$ cat src/rtl/l2_cache_arb_stage_pkg.sv
// L2 arbitration stage shared types.
// Packet, cache line and core index definitions.
package l2_cache_arb_stage_pkg;

  typedef enum logic [2:0] {
    L2REQ_LOAD,
    L2REQ_STORE,
    L2REQ_FLUSH,
    L2REQ_DINVALIDATE,
    L2REQ_IINVALIDATE
  } l2req_type_t;

  typedef logic [3:0] l2_core_idx_t;

  typedef logic [511:0] cache_line_data_t;

  typedef struct packed {
    l2_core_idx_t core;
    logic [1:0]   id;
    l2req_type_t  packet_type;
    logic [25:0]  address;
  } l2req_packet_t;

endpackage

$ cat src/rtl/l2_cache_arb_stage_if.sv
// L2 arbitration stage bus bundle.
// Core requests, bus-interface restarts and registered stage outputs.
interface l2_cache_arb_stage_if
  import l2_cache_arb_stage_pkg::*;
#(
  parameter int NUM_CORES = 4
) ();

  logic [NUM_CORES-1:0]          l2i_request_valid;
  l2req_packet_t [NUM_CORES-1:0] l2i_request;
  logic [NUM_CORES-1:0]          l2_ready;

  logic             l2bi_request_valid;
  l2req_packet_t    l2bi_request;
  cache_line_data_t l2bi_data_from_memory;
  logic             l2bi_collided_miss;
  logic             l2bi_stall;
  logic             l2a_restart_ack;

  logic             l2a_request_valid;
  l2req_packet_t    l2a_request;
  cache_line_data_t l2a_data_from_memory;
  logic             l2a_l2_fill;
  logic             l2a_restarted_flush;

  modport master (
    output l2i_request_valid,
    output l2i_request,
    input  l2_ready,
    output l2bi_request_valid,
    output l2bi_request,
    output l2bi_data_from_memory,
    output l2bi_collided_miss,
    output l2bi_stall,
    input  l2a_restart_ack,
    input  l2a_request_valid,
    input  l2a_request,
    input  l2a_data_from_memory,
    input  l2a_l2_fill,
    input  l2a_restarted_flush
  );

  modport slave (
    input  l2i_request_valid,
    input  l2i_request,
    output l2_ready,
    input  l2bi_request_valid,
    input  l2bi_request,
    input  l2bi_data_from_memory,
    input  l2bi_collided_miss,
    input  l2bi_stall,
    output l2a_restart_ack,
    output l2a_request_valid,
    output l2a_request,
    output l2a_data_from_memory,
    output l2a_l2_fill,
    output l2a_restarted_flush
  );

endinterface

$ cat src/rtl/l2_cache_arb_stage_rr_arbiter.sv
// Round-robin arbiter with a rotating search pointer.
// Pointer moves past the winner only when update_lru is set.
module rr_arbiter #(
  parameter int NUM_REQUESTERS = 4
) (
  input  logic                      clk,
  input  logic                      reset,
  input  logic [NUM_REQUESTERS-1:0] request,
  input  logic                      update_lru,
  output logic [NUM_REQUESTERS-1:0] grant_oh
);

  localparam int PW =
    (NUM_REQUESTERS > 1) ? $clog2(NUM_REQUESTERS) : 1;

  logic [PW-1:0] rr_ptr;
  logic [PW-1:0] grant_idx;
  logic [PW:0]   cand;
  logic          found;

  // First requester at or after rr_ptr, wrapping.
  always_comb begin
    grant_oh  = '0;
    grant_idx = '0;
    found     = 1'b0;
    cand      = '0;
    for (int i = 0; i < NUM_REQUESTERS; i++) begin
      cand = {1'b0, rr_ptr} + (PW+1)'(i);
      if (cand >= (PW+1)'(NUM_REQUESTERS))
        cand = cand - (PW+1)'(NUM_REQUESTERS);
      if (!found && request[cand[PW-1:0]]) begin
        found = 1'b1;
        grant_oh[cand[PW-1:0]] = 1'b1;
        grant_idx = cand[PW-1:0];
      end
    end
  end

  // Advance pointer to the slot after the winner.
  always_ff @(posedge clk) begin
    if (reset)
      rr_ptr <= '0;
    else if (update_lru && found) begin
      if (grant_idx == PW'(NUM_REQUESTERS - 1))
        rr_ptr <= '0;
      else
        rr_ptr <= grant_idx + PW'(1);
    end
  end

endmodule

$ cat src/rtl/l2_cache_arb_stage.sv
// L2 pipeline arbitration stage: restart vs round-robin cores.
// Optional restart fairness cap: define L2_ARB_FAIRNESS_EN.
module l2_cache_arb_stage
  import l2_cache_arb_stage_pkg::*;
#(
  parameter int NUM_CORES       = 4,
  parameter int MAX_RESTART_RUN = 8
) (
  input logic                 clk,
  input logic                 reset,
  l2_cache_arb_stage_if.slave bus
);

  if (NUM_CORES < 1 || NUM_CORES > 16 ||
      MAX_RESTART_RUN < 1) begin : g_bad_cfg
    $error("l2_cache_arb_stage: bad parameters");
  end

  logic [NUM_CORES-1:0] grant_oh;
  logic                 core_any;
  logic                 core_eligible;
  logic                 starve;
  logic                 restart_ack;
  logic                 core_grant;
  l2req_packet_t        core_pkt;

  logic             a_valid;
  l2req_packet_t    a_req;
  cache_line_data_t a_data;
  logic             a_fill;
  logic             a_flush;

  assign core_any      = |bus.l2i_request_valid;
  assign core_eligible = core_any && !bus.l2bi_stall;

`ifdef L2_ARB_FAIRNESS_EN
  localparam int RUN_W = $clog2(MAX_RESTART_RUN + 1);

  logic [RUN_W-1:0] restart_run;

  assign starve = core_eligible &&
    (restart_run == RUN_W'(MAX_RESTART_RUN));

  // Count restarts that starve a waiting core.
  always_ff @(posedge clk) begin
    if (reset)
      restart_run <= '0;
    else if (core_grant)
      restart_run <= '0;
    else if (restart_ack && core_eligible &&
             restart_run != RUN_W'(MAX_RESTART_RUN))
      restart_run <= restart_run + RUN_W'(1);
  end
`else
  assign starve = 1'b0;
`endif

  assign restart_ack = !reset && bus.l2bi_request_valid && !starve;
  assign core_grant  = !reset && !restart_ack && core_eligible;

  rr_arbiter #(
    .NUM_REQUESTERS(NUM_CORES)
  ) u_rr (
    .clk       (clk),
    .reset     (reset),
    .request   (bus.l2i_request_valid),
    .update_lru(core_grant),
    .grant_oh  (grant_oh)
  );

  // Select the granted core's packet.
  always_comb begin
    core_pkt = '0;
    for (int i = 0; i < NUM_CORES; i++)
      if (grant_oh[i])
        core_pkt = bus.l2i_request[i];
  end

  assign bus.l2_ready = core_grant ? grant_oh : '0;
  assign bus.l2a_restart_ack = restart_ack;

  // Register the winner for the tag stage.
  always_ff @(posedge clk) begin
    if (reset) begin
      a_valid <= 1'b0;
      a_req   <= '0;
      a_data  <= '0;
      a_fill  <= 1'b0;
      a_flush <= 1'b0;
    end else if (restart_ack) begin
      a_valid <= 1'b1;
      a_req   <= bus.l2bi_request;
      a_data  <= bus.l2bi_data_from_memory;
      a_fill  <= !bus.l2bi_collided_miss;
      a_flush <= bus.l2bi_request.packet_type == L2REQ_FLUSH;
    end else if (core_grant) begin
      a_valid <= 1'b1;
      a_req   <= core_pkt;
      a_data  <= bus.l2bi_data_from_memory;
      a_fill  <= 1'b0;
      a_flush <= 1'b0;
    end else begin
      a_valid <= 1'b0;
      a_fill  <= 1'b0;
      a_flush <= 1'b0;
    end
  end

  assign bus.l2a_request_valid    = a_valid;
  assign bus.l2a_request          = a_req;
  assign bus.l2a_data_from_memory = a_data;
  assign bus.l2a_l2_fill          = a_fill;
  assign bus.l2a_restarted_flush  = a_flush;

endmodule

$ cat src/flat_wrapper.sv
// flat-port wrapper written by rule: the top's interface ports become plain ports
module l2_cache_arb_stage_flat import l2_cache_arb_stage_pkg::*;
#(
  parameter int NUM_CORES       = 4,
  parameter int MAX_RESTART_RUN = 8
)
  (clk, reset, bus_l2i_request_valid, bus_l2i_request, bus_l2_ready, bus_l2bi_request_valid, bus_l2bi_request, bus_l2bi_data_from_memory, bus_l2bi_collided_miss, bus_l2bi_stall, bus_l2a_restart_ack, bus_l2a_request_valid, bus_l2a_request, bus_l2a_data_from_memory, bus_l2a_l2_fill, bus_l2a_restarted_flush);
  l2_cache_arb_stage_if #(.NUM_CORES(NUM_CORES)) bus_i ();
  input logic clk;
  input logic reset;
  input wire logic [$bits(bus_i.l2i_request_valid)-1:0] bus_l2i_request_valid;
  input wire logic [$bits(bus_i.l2i_request)-1:0] bus_l2i_request;
  output wire logic [$bits(bus_i.l2_ready)-1:0] bus_l2_ready;
  input wire logic [$bits(bus_i.l2bi_request_valid)-1:0] bus_l2bi_request_valid;
  input wire logic [$bits(bus_i.l2bi_request)-1:0] bus_l2bi_request;
  input wire logic [$bits(bus_i.l2bi_data_from_memory)-1:0] bus_l2bi_data_from_memory;
  input wire logic [$bits(bus_i.l2bi_collided_miss)-1:0] bus_l2bi_collided_miss;
  input wire logic [$bits(bus_i.l2bi_stall)-1:0] bus_l2bi_stall;
  output wire logic [$bits(bus_i.l2a_restart_ack)-1:0] bus_l2a_restart_ack;
  output wire logic [$bits(bus_i.l2a_request_valid)-1:0] bus_l2a_request_valid;
  output wire logic [$bits(bus_i.l2a_request)-1:0] bus_l2a_request;
  output wire logic [$bits(bus_i.l2a_data_from_memory)-1:0] bus_l2a_data_from_memory;
  output wire logic [$bits(bus_i.l2a_l2_fill)-1:0] bus_l2a_l2_fill;
  output wire logic [$bits(bus_i.l2a_restarted_flush)-1:0] bus_l2a_restarted_flush;
  assign bus_i.l2i_request_valid = bus_l2i_request_valid;
  assign bus_i.l2i_request = bus_l2i_request;
  assign bus_l2_ready = bus_i.l2_ready;
  assign bus_i.l2bi_request_valid = bus_l2bi_request_valid;
  assign bus_i.l2bi_request = bus_l2bi_request;
  assign bus_i.l2bi_data_from_memory = bus_l2bi_data_from_memory;
  assign bus_i.l2bi_collided_miss = bus_l2bi_collided_miss;
  assign bus_i.l2bi_stall = bus_l2bi_stall;
  assign bus_l2a_restart_ack = bus_i.l2a_restart_ack;
  assign bus_l2a_request_valid = bus_i.l2a_request_valid;
  assign bus_l2a_request = bus_i.l2a_request;
  assign bus_l2a_data_from_memory = bus_i.l2a_data_from_memory;
  assign bus_l2a_l2_fill = bus_i.l2a_l2_fill;
  assign bus_l2a_restarted_flush = bus_i.l2a_restarted_flush;
  l2_cache_arb_stage #(.NUM_CORES(NUM_CORES), .MAX_RESTART_RUN(MAX_RESTART_RUN)) u_core (.clk(clk), .reset(reset), .bus(bus_i));
endmodule
$ cat config.mk
export PLATFORM = sky130hd
export DESIGN_NAME = l2_cache_arb_stage_flat
export DESIGN_NICKNAME = d
export VERILOG_FILES = /design/src/rtl/l2_cache_arb_stage_pkg.sv /design/src/rtl/l2_cache_arb_stage_if.sv /design/src/rtl/l2_cache_arb_stage_rr_arbiter.sv /design/src/rtl/l2_cache_arb_stage.sv /design/src/flat_wrapper.sv
export SDC_FILE = /design/constraint.sdc
export NUM_CORES = 1
export LEC_CHECK = 0
export BUFFER_PORTS_ARGS = -buffer_cell sky130_fd_sc_hd__buf_2
export CAP_MARGIN = 0
export CORE_AREA = 2 2 482 484
export CTS_BUF_LIST = sky130_fd_sc_hd__clkbuf_4
export DETAILED_ROUTE_END_ITERATION = 8
export DIE_AREA = 0 0 484 486
export SYNTH_ARGS = -nofsm -noshare
export SYNTH_HDL_FRONTEND = slang
export SYNTH_HIERARCHICAL = 1
export SYNTH_SLANG_ARGS = --single-unit
$ cat constraint.sdc
create_clock -name clk -period 7.36 [get_ports clk]
set_clock_uncertainty 0.15 [all_clocks]
set_input_delay 0.368 -clock clk [delete_from_list [all_inputs] [get_ports clk]]
set_output_delay 0.368 -clock clk [all_outputs]
set_load 0.01 [all_outputs]
==> run_results.csv, run 1 <==
group,metric,value,unit
cts,clockBufferDepth,3,
yosys,post-synth-top-count-cell,"nand2_1",
yosys,netlist_area,21000,µm²
yosys,yosys-top-cells-count,"1050 x nand2_1, 552 x dfxtp_1, 504 x a21oi_1",
yosys,postSynth.asyncResetShare,0,
yosys,synth-adder-area-share,0.00358,
yosys,synth_area_leaders,"dfxtp_1 53%, nand2_1 19%, a21oi_1 12%, clkbuf_1 2.5%, buf_6 2.4%",
placed_design,hpwlAfterDp,167,mm
run_status,haltStage,"4_1_cts",
cts,clock-sinks,552,
placed_design,port-buffer-count,1250,
die,row_count,176,
run_status,outcome,"did not finish",
yosys,muxShareOfSynthArea,0.00490,
yosys,synth_compound_area_frac,0.178,
yosys,seq_area_frac_synth,0.527,
yosys,synth_fp_nets,3299,
cts,hold_buffers,1396,
yosys,ys.flop_type,"dfxtp_1",
yosys,synth-simple-area-share,0.225,
cts,post_cts_buffers,0,
die,die_x,484,µm
cts,post_cts_resized,0,
yosys,syn_inst,2597,
yosys,synth.top_cell.area_share,0.527,
run_status,tool.error,"[ERROR RSZ-0060] Max buffer count reached.",
yosys,ys_ff_latch,552,
cts,root_buffer,"clkbuf_4",
yosys,yosys_warnings,6,
yosys,synth.avg_cell_area,8.07,µm²
yosys,yosysUniqueCellTypes,54,
yosys,synth_xor_area_frac,0,
die,initial_core_util,0.0913,
die,ios,1251,
die,die_h,486,µm
yosys,synth_top_family_by_area,"simple AND/OR/NAND/NOR gates",
yosys,synth_edf_count,0,
placed_design,place_congestion,0.970,
cts,cts_buffers,176,
yosys,yosys.area.top_type,"dfxtp_1",
cts,htreeDepth,4,
cell families after synthesis:
logic type / count (synthesis)
buffers and inverters: 227
DFF: 552
muxes: 7
AOI/OAI and AO/OA: 648
and+or+nand+nor: 1157
adders and majority gates: 6
metrics by stage:
step	area [µm²]	cells	hold WS (ps)	util	worst slack, ps
global placement	30000	6674	285	0.131	2490
detailed placement	30000	6674	290	0.131	2510
floorplan	21000	2597	290	-	3930
==> inputs of run 2 (changes only) <==
Settings changed: CORE_AREA 2 2 482 484 to 2 2 486 488, CTS_BUF_LIST sky130_fd_sc_hd__clkbuf_4 to unset, DIE_AREA 0 0 484 486 to 0 0 488 490, PLACE_DENSITY_LB_ADDON set to 0.15.
==> run_results.csv, run 2 <==
group,metric,value,unit
die,die_x,488,µm
worst_setup_path,slowest_stage,"dfxtp_1",
cells_and_area,final_area,39000,µm²
yosys,synth_top_family_by_area,"simple AND/OR/NAND/NOR gates",
yosys,yosys-top-cells-count,"1050 x nand2_1, 552 x dfxtp_1, 504 x a21oi_1",
worst_setup_path,reg2reg_from,"u_core/u_rr/rr_ptr[0]",
timing,fin_tns_setup,0,ps
detailed_routing,ant_nets,0,
grt,grt_pass1_vias,26000,
yosys,syn_inst,2597,
grt,grt_usage,0.121,
run_status,outcome,"finished clean",
cells_and_area,syn_to_final_growth,86.3,%
worst_hold_path,min_from,"reset",
cells_and_area,finalNetCount,5061,
cells_and_area,fillers,27000,
cts,hold_buffers,629,
detailed_routing,drt_iter0_drc,1162,
yosys,seq_area_frac_synth,0.527,
timing,period_minus_slack,5710,ps
timing,fin_crit_sh,0.776,
die,ios,1251,
detailed_routing,first_pass_iters,5,
worst_setup_path,cp-startpoint,"u_core/u_rr/rr_ptr[0]",
yosys,synth_xor_area_frac,0,
power,power_density,224,nW/µm²
grt,grt_pass1_wl,208,mm
worst_setup_path,path_delay_family,"buffers and inverters",
detailed_routing,drc,0,
die,die_area,239000,µm²
placed_design,port-buffer-count,1250,
timing,relSlewSlack,0.271,
cts,root_buffer,"clkbuf_16",
worst_setup_path,critPathMaxStageDelay,660,ps
detailed_routing,routed_via_density,3.37,
cts,post_cts_resized,0,
yosys,ys_ff_latch,552,
detailed_routing,vias,25600,
cells_and_area,largest_register_ffs,512,
yosys,muxShareOfSynthArea,0.00490,
timing,hold_violations,0,
worst_setup_path,path_class,"reg2reg",
placed_design,place_area,30200,µm²
yosys,synth_fp_nets,3299,
timing,worstMarginPinSlew,1090,ps
grt,grt_max_degree,156,
yosys,yosysUniqueCellTypes,54,
detailed_routing,wirelength,153,mm
yosys,synth.avg_cell_area,8.07,µm²
yosys,synth-adder-area-share,0.00358,
worst_hold_path,hp-class,"in2reg",
yosys,synth.top_cell.area_share,0.527,
worst_setup_path,critPathCaptureType,"flop",
worst_setup_path,critical_path_required,7790,ps
die,initial_core_util,0.0895,
yosys,yosys_warnings,6,
yosys,synth_area_leaders,"dfxtp_1 53%, nand2_1 19%, a21oi_1 12%, clkbuf_1 2.5%, buf_6 2.4%",
placed_design,hpwlAfterDp,117,mm
worst_setup_path,cp_max_fo,38,
timing,rsz0062_at_grt,"no",
die,row_count,178,
cts,clk_latency,670,ps
worst_setup_path,r2r_setup_slack,1650,ps
yosys,yosys.area.top_type,"dfxtp_1",
cts,clk_pin_slew,60,ps
cells_and_area,layout_common_cells,"1249 x buf_2, 1050 x nand2_1, 629 x dlygate4sd3_1, 552 x dfxtp_1, 504 x a21oi_1",
cts,clockBufferDepth,3,
yosys,ys.flop_type,"dfxtp_1",
yosys,post-synth-top-count-cell,"nand2_1",
yosys,netlist_area,21000,µm²
yosys,synth_compound_area_frac,0.178,
yosys,postSynth.asyncResetShare,0,
power,peakVddDrop,140,µV
cells_and_area,mostFrequentLayoutCell,"buf_2",
yosys,synth-simple-area-share,0.225,
placed_design,place_congestion,0.856,
yosys,synth_edf_count,0,
grt,antenna_found_initial,65,
timing,slew_violations,0,
die,core_area,234000,µm²
grt,overflow,0,
cts,cts_buffers,78,
worst_setup_path,worstPathCellList,"inv_1, ha_1, mux2_2, mux2_2, nor2b_4, a22oi_1, o21ai_2, buf_4, nor2b_2, buf_4, a221oi_1, o31ai_1, dlygate4sd3_1, a221o_1, dlygate4sd3_1",
timing,fmax,0.175,GHz
cells_and_area,drive_above_1_share,0.322,
worst_setup_path,critPathBufInv,5,
detailed_routing,wl_per_cell,20.1,µm
worst_setup_path,cp-start-kind,"flop",
cts,htreeDepth,3,
flow_run,maxCapViolCount,0,
cts,cts_tree,"done",
timing,setup_viol,0,
cts,clock-sinks,552,
power,leakage,17.0,nW
worst_setup_path,worst_ep_arrival_time,6140,ps
cts,post_cts_buffers,0,
die,die_h,490,µm
[run 2: cell counts after synthesis]
Identical to the previous run, type by type.
[run 2: power by group]
group	internal, mW	switching, mW	total (mW)
logic	0.716	0.950	1.67
registers	3.19	0.113	3.30
clock network	2.15	1.62	3.77
[run 2: worst paths after layout]
| path | endpoint | depth (start not counted) |
|---|---|---|
| worst max-delay path | u_core/bus.l2a_request[14] | 15 |
| worst min-delay path | u_core/bus.l2a_data_from_memory[7] | 2 |
| worst min register to register | u_core/bus.l2a_data_from_memory[457] | 2 |
| worst max register to register | u_core/bus.l2a_request[14] | 15 |
[run 2: metrics by stage]
step                power [mW]  setup slack, ps  utilization  std cells  hold slack, ps
finish                    8.74             1650        0.167       7588            76.2
floorplan                 4.00             3930            -       2597             290
global placement          4.77             2880        0.129       6800             286
detailed placement        4.77             2780        0.129       6800             290
global route              9.23             1440        0.167       7578            29.9
CTS                       9.01             1680        0.166       7554           0.594
[run 2: area by class of cell]
type / instances / area, µm² / area share
multi-input combinational: 1818 / 8680 / 0.222
inverter: 7 / 33.8 / 0.000865
clock buffer: 111 / 2200 / 0.0562
timing repair buffer: 1902 / 12800 / 0.328
antenna: 34 / 85.1 / 0.00218
tap: 3150 / 3940 / 0.101
clock inverter: 14 / 239 / 0.00612
sequential: 552 / 11100 / 0.283
[run 2: kinds of logic after synthesis]
| kind of cell | after synthesis |
|---|---|
| AOI/OAI and AO/OA | 648 |
| muxes | 7 |
| adders and majority gates | 6 |
| and+or+nand+nor | 1157 |
| buffers and inverters | 227 |
| DFF | 552 |
[run 2: per-layer routing]
| layer | vias up | share of wire | track usage |
|---|---|---|---|
| met5 | - | 0.0020 | 0 |
| li1 | 12200 | - | - |
| met1 | 12100 | 0.42 | 0.146 |
| met2 | 1019 | 0.46 | 0.203 |
| met3 | 185 | 0.094 | 0.0459 |
| met4 | 46 | 0.021 | 0.0295 |
No activity file was read; power rests on OpenSTA's default activity.
==> inputs of run 3 (changes only) <==
Clock period 7.36 ns to 5.22 ns, I/O delays scaled along.
==> run_results.csv, run 3 (synthesized netlist as in run 2, its figures left out) <==
group,metric,value,unit
cells_and_area,layout_common_cells,"1249 x buf_2, 1050 x nand2_1, 598 x dlygate4sd3_1, 552 x dfxtp_1, 504 x a21oi_1",
grt,antenna_found_initial,66,
grt,grt_max_degree,158,
die,die_area,239000,µm²
worst_setup_path,cp_max_fo,20,
placed_design,place_area,30500,µm²
detailed_routing,ant_nets,0,
cts,root_buffer,"clkbuf_16",
timing,worstMarginPinSlew,1100,ps
timing,fin_crit_sh,0.960,
timing,relSlewSlack,0.263,
worst_setup_path,r2r_setup_slack,210,ps
cells_and_area,drive_above_1_share,0.333,
worst_setup_path,reg2reg_from,"u_core/u_rr/rr_ptr[0]",
timing,period_minus_slack,5010,ps
timing,slew_violations,0,
detailed_routing,drc,0,
cts,clk_latency,700,ps
die,die_x,488,µm
die,row_count,178,
grt,grt_usage,0.120,
timing,setup_viol,0,
die,die_h,490,µm
detailed_routing,drt_iter0_drc,1148,
worst_setup_path,rr_endpoint,"u_core/bus.l2a_request[10]",
worst_hold_path,hp-class,"in2reg",
detailed_routing,wirelength,152,mm
grt,grt_pass1_wl,206,mm
die,core_area,234000,µm²
worst_hold_path,hold_depth,4,
worst_setup_path,critical_path_required,5710,ps
worst_hold_path,min_from,"bus_l2bi_data_from_memory[38]",
placed_design,place_congestion,0.821,
detailed_routing,first_pass_iters,5,
worst_setup_path,reg2reg_depth,12,
run_status,outcome,"finished clean",
power,power_density,325,nW/µm²
cts,clk_pin_slew,60,ps
die,initial_core_util,0.0895,
cts,cts_tree,"done",
timing,fmax,0.199,GHz
worst_setup_path,worst_ep_arrival_time,5500,ps
detailed_routing,wl_per_cell,20.0,µm
power,peakVddDrop,234,µV
flow_run,maxCapViolCount,0,
worst_setup_path,cp-start-kind,"flop",
cells_and_area,finalNetCount,5060,
cts,htreeDepth,3,
detailed_routing,vias,25300,
timing,finalHoldWorstSlack,193,ps
cells_and_area,syn_to_final_growth,87.6,%
grt,overflow,0,
cells_and_area,instances_no_fill,7595,
timing,hold_violations,0,
cells_and_area,mostFrequentLayoutCell,"buf_2",
power,leakage,17.1,nW
placed_design,hpwlAfterDp,118,mm
worst_setup_path,path_class,"reg2reg",
worst_hold_path,hold_end,"u_core/bus.l2a_data_from_memory[38]",
die,ios,1251,
placed_design,port-buffer-count,1250,
detailed_routing,routed_via_density,3.33,
cells_and_area,largest_register_ffs,512,
timing,fin_tns_setup,0,ps
grt,grt_pass1_vias,25800,
cells_and_area,final_area,39300,µm²
cts,cts_buffers,81,
cts,clockBufferDepth,3,
worst_setup_path,critPathCaptureType,"flop",
timing,rsz0062_at_grt,"no",
placed_design,placed_cells,6826,
cts,clock-sinks,552,
-- run 3: changes by cell type in the layout (fill, tap and decap cells not counted), moves of 2 or more --
cell / previous run / this run
clkinv_4: 1 / 3
clkbuf_1: 21 / 14
dlygate4sd3_1: 629 / 598
bufinv_16: 2 / 5
buf_12: 7 / 13
buf_4: 16 / 36
clkbuf_8: 12 / 20
clkinv_2: 3 / 10
diode_2: 34 / 27
clkbuf_16: 78 / 82
-- run 3: cell type report --
cell class / count / area, µm²
multi-input cells: 1819 / 8690
clock buffers: 116 / 2380
diodes: 27 / 67.6
flip-flops and latches: 552 / 11100
inverters: 7 / 33.8
repair buffers: 1897 / 12800
clock inverters: 27 / 364
well taps: 3150 / 3940
fillers: 26900 / 195000
-- run 3: where the power goes --
part / total (mW) / switching [mW] / internal (mW)
combinational: 2.36 / 1.33 / 1.02
clock: 5.74 / 2.31 / 3.43
sequential: 4.66 / 0.165 / 4.50
-- run 3: repair_timing --
action,4_1_cts,5_1_grt
setup endpoints to repair,0,17
hold endpoints to repair,551,0
setup buffers,0,0
hold buffers,598,0
resized for setup,0,1
-- run 3: worst max-delay path by stage --
| stage | start | endpoint | slack [ps] | cells after the start |
|---|---|---|---|---|
| floorplan | u_core/u_rr/rr_ptr[0] | u_core/bus.l2a_request[7] | 1790 | 15 |
| global placement | u_core/u_rr/rr_ptr[0] | u_core/bus.l2a_request[31] | 900 | 11 |
| detailed placement | u_core/u_rr/rr_ptr[0] | u_core/bus.l2a_request[12] | 740 | 11 |
| CTS | u_core/u_rr/rr_ptr[0] | bus_l2_ready[2] | 80 | 10 |
| global route | u_core/u_rr/rr_ptr[0] | bus_l2_ready[3] | 7 | 10 |
| finish | u_core/u_rr/rr_ptr[0] | u_core/bus.l2a_request[10] | 210 | 12 |
-- run 3: metal layers --
layer,vias to the layer above,share of wire,track usage,routed length (µm)
met4,40,0.020,0.0281,2960
met3,197,0.092,0.0435,13900
met5,-,0.0017,0,253
met2,1024,0.47,0.203,71300
li1,12200,-,-,-
met1,11900,0.42,0.144,63200
-- run 3: critical path: stages (launching register included) --
cell	delay, ps
dfxtp_1	660
inv_1	280
ha_1	520
and3b_1	230
o21ai_0	220
o211ai_2	210
a22oi_1	590
o21ai_4	360
buf_4	270
nor2b_1	140
or4_1	470
a311oi_1	260
dlygate4sd3_1	570
-- run 3: per-stage QoR --
step / power [mW] / utilization / setup slack (ps)
floorplan: 5.64 / - / 1790
global placement: 6.74 / 0.130 / 898
detailed placement: 6.74 / 0.130 / 743
CTS: 13.1 / 0.168 / 75.2
global route: 13.4 / 0.168 / 6.62
finish: 12.8 / 0.168 / 207
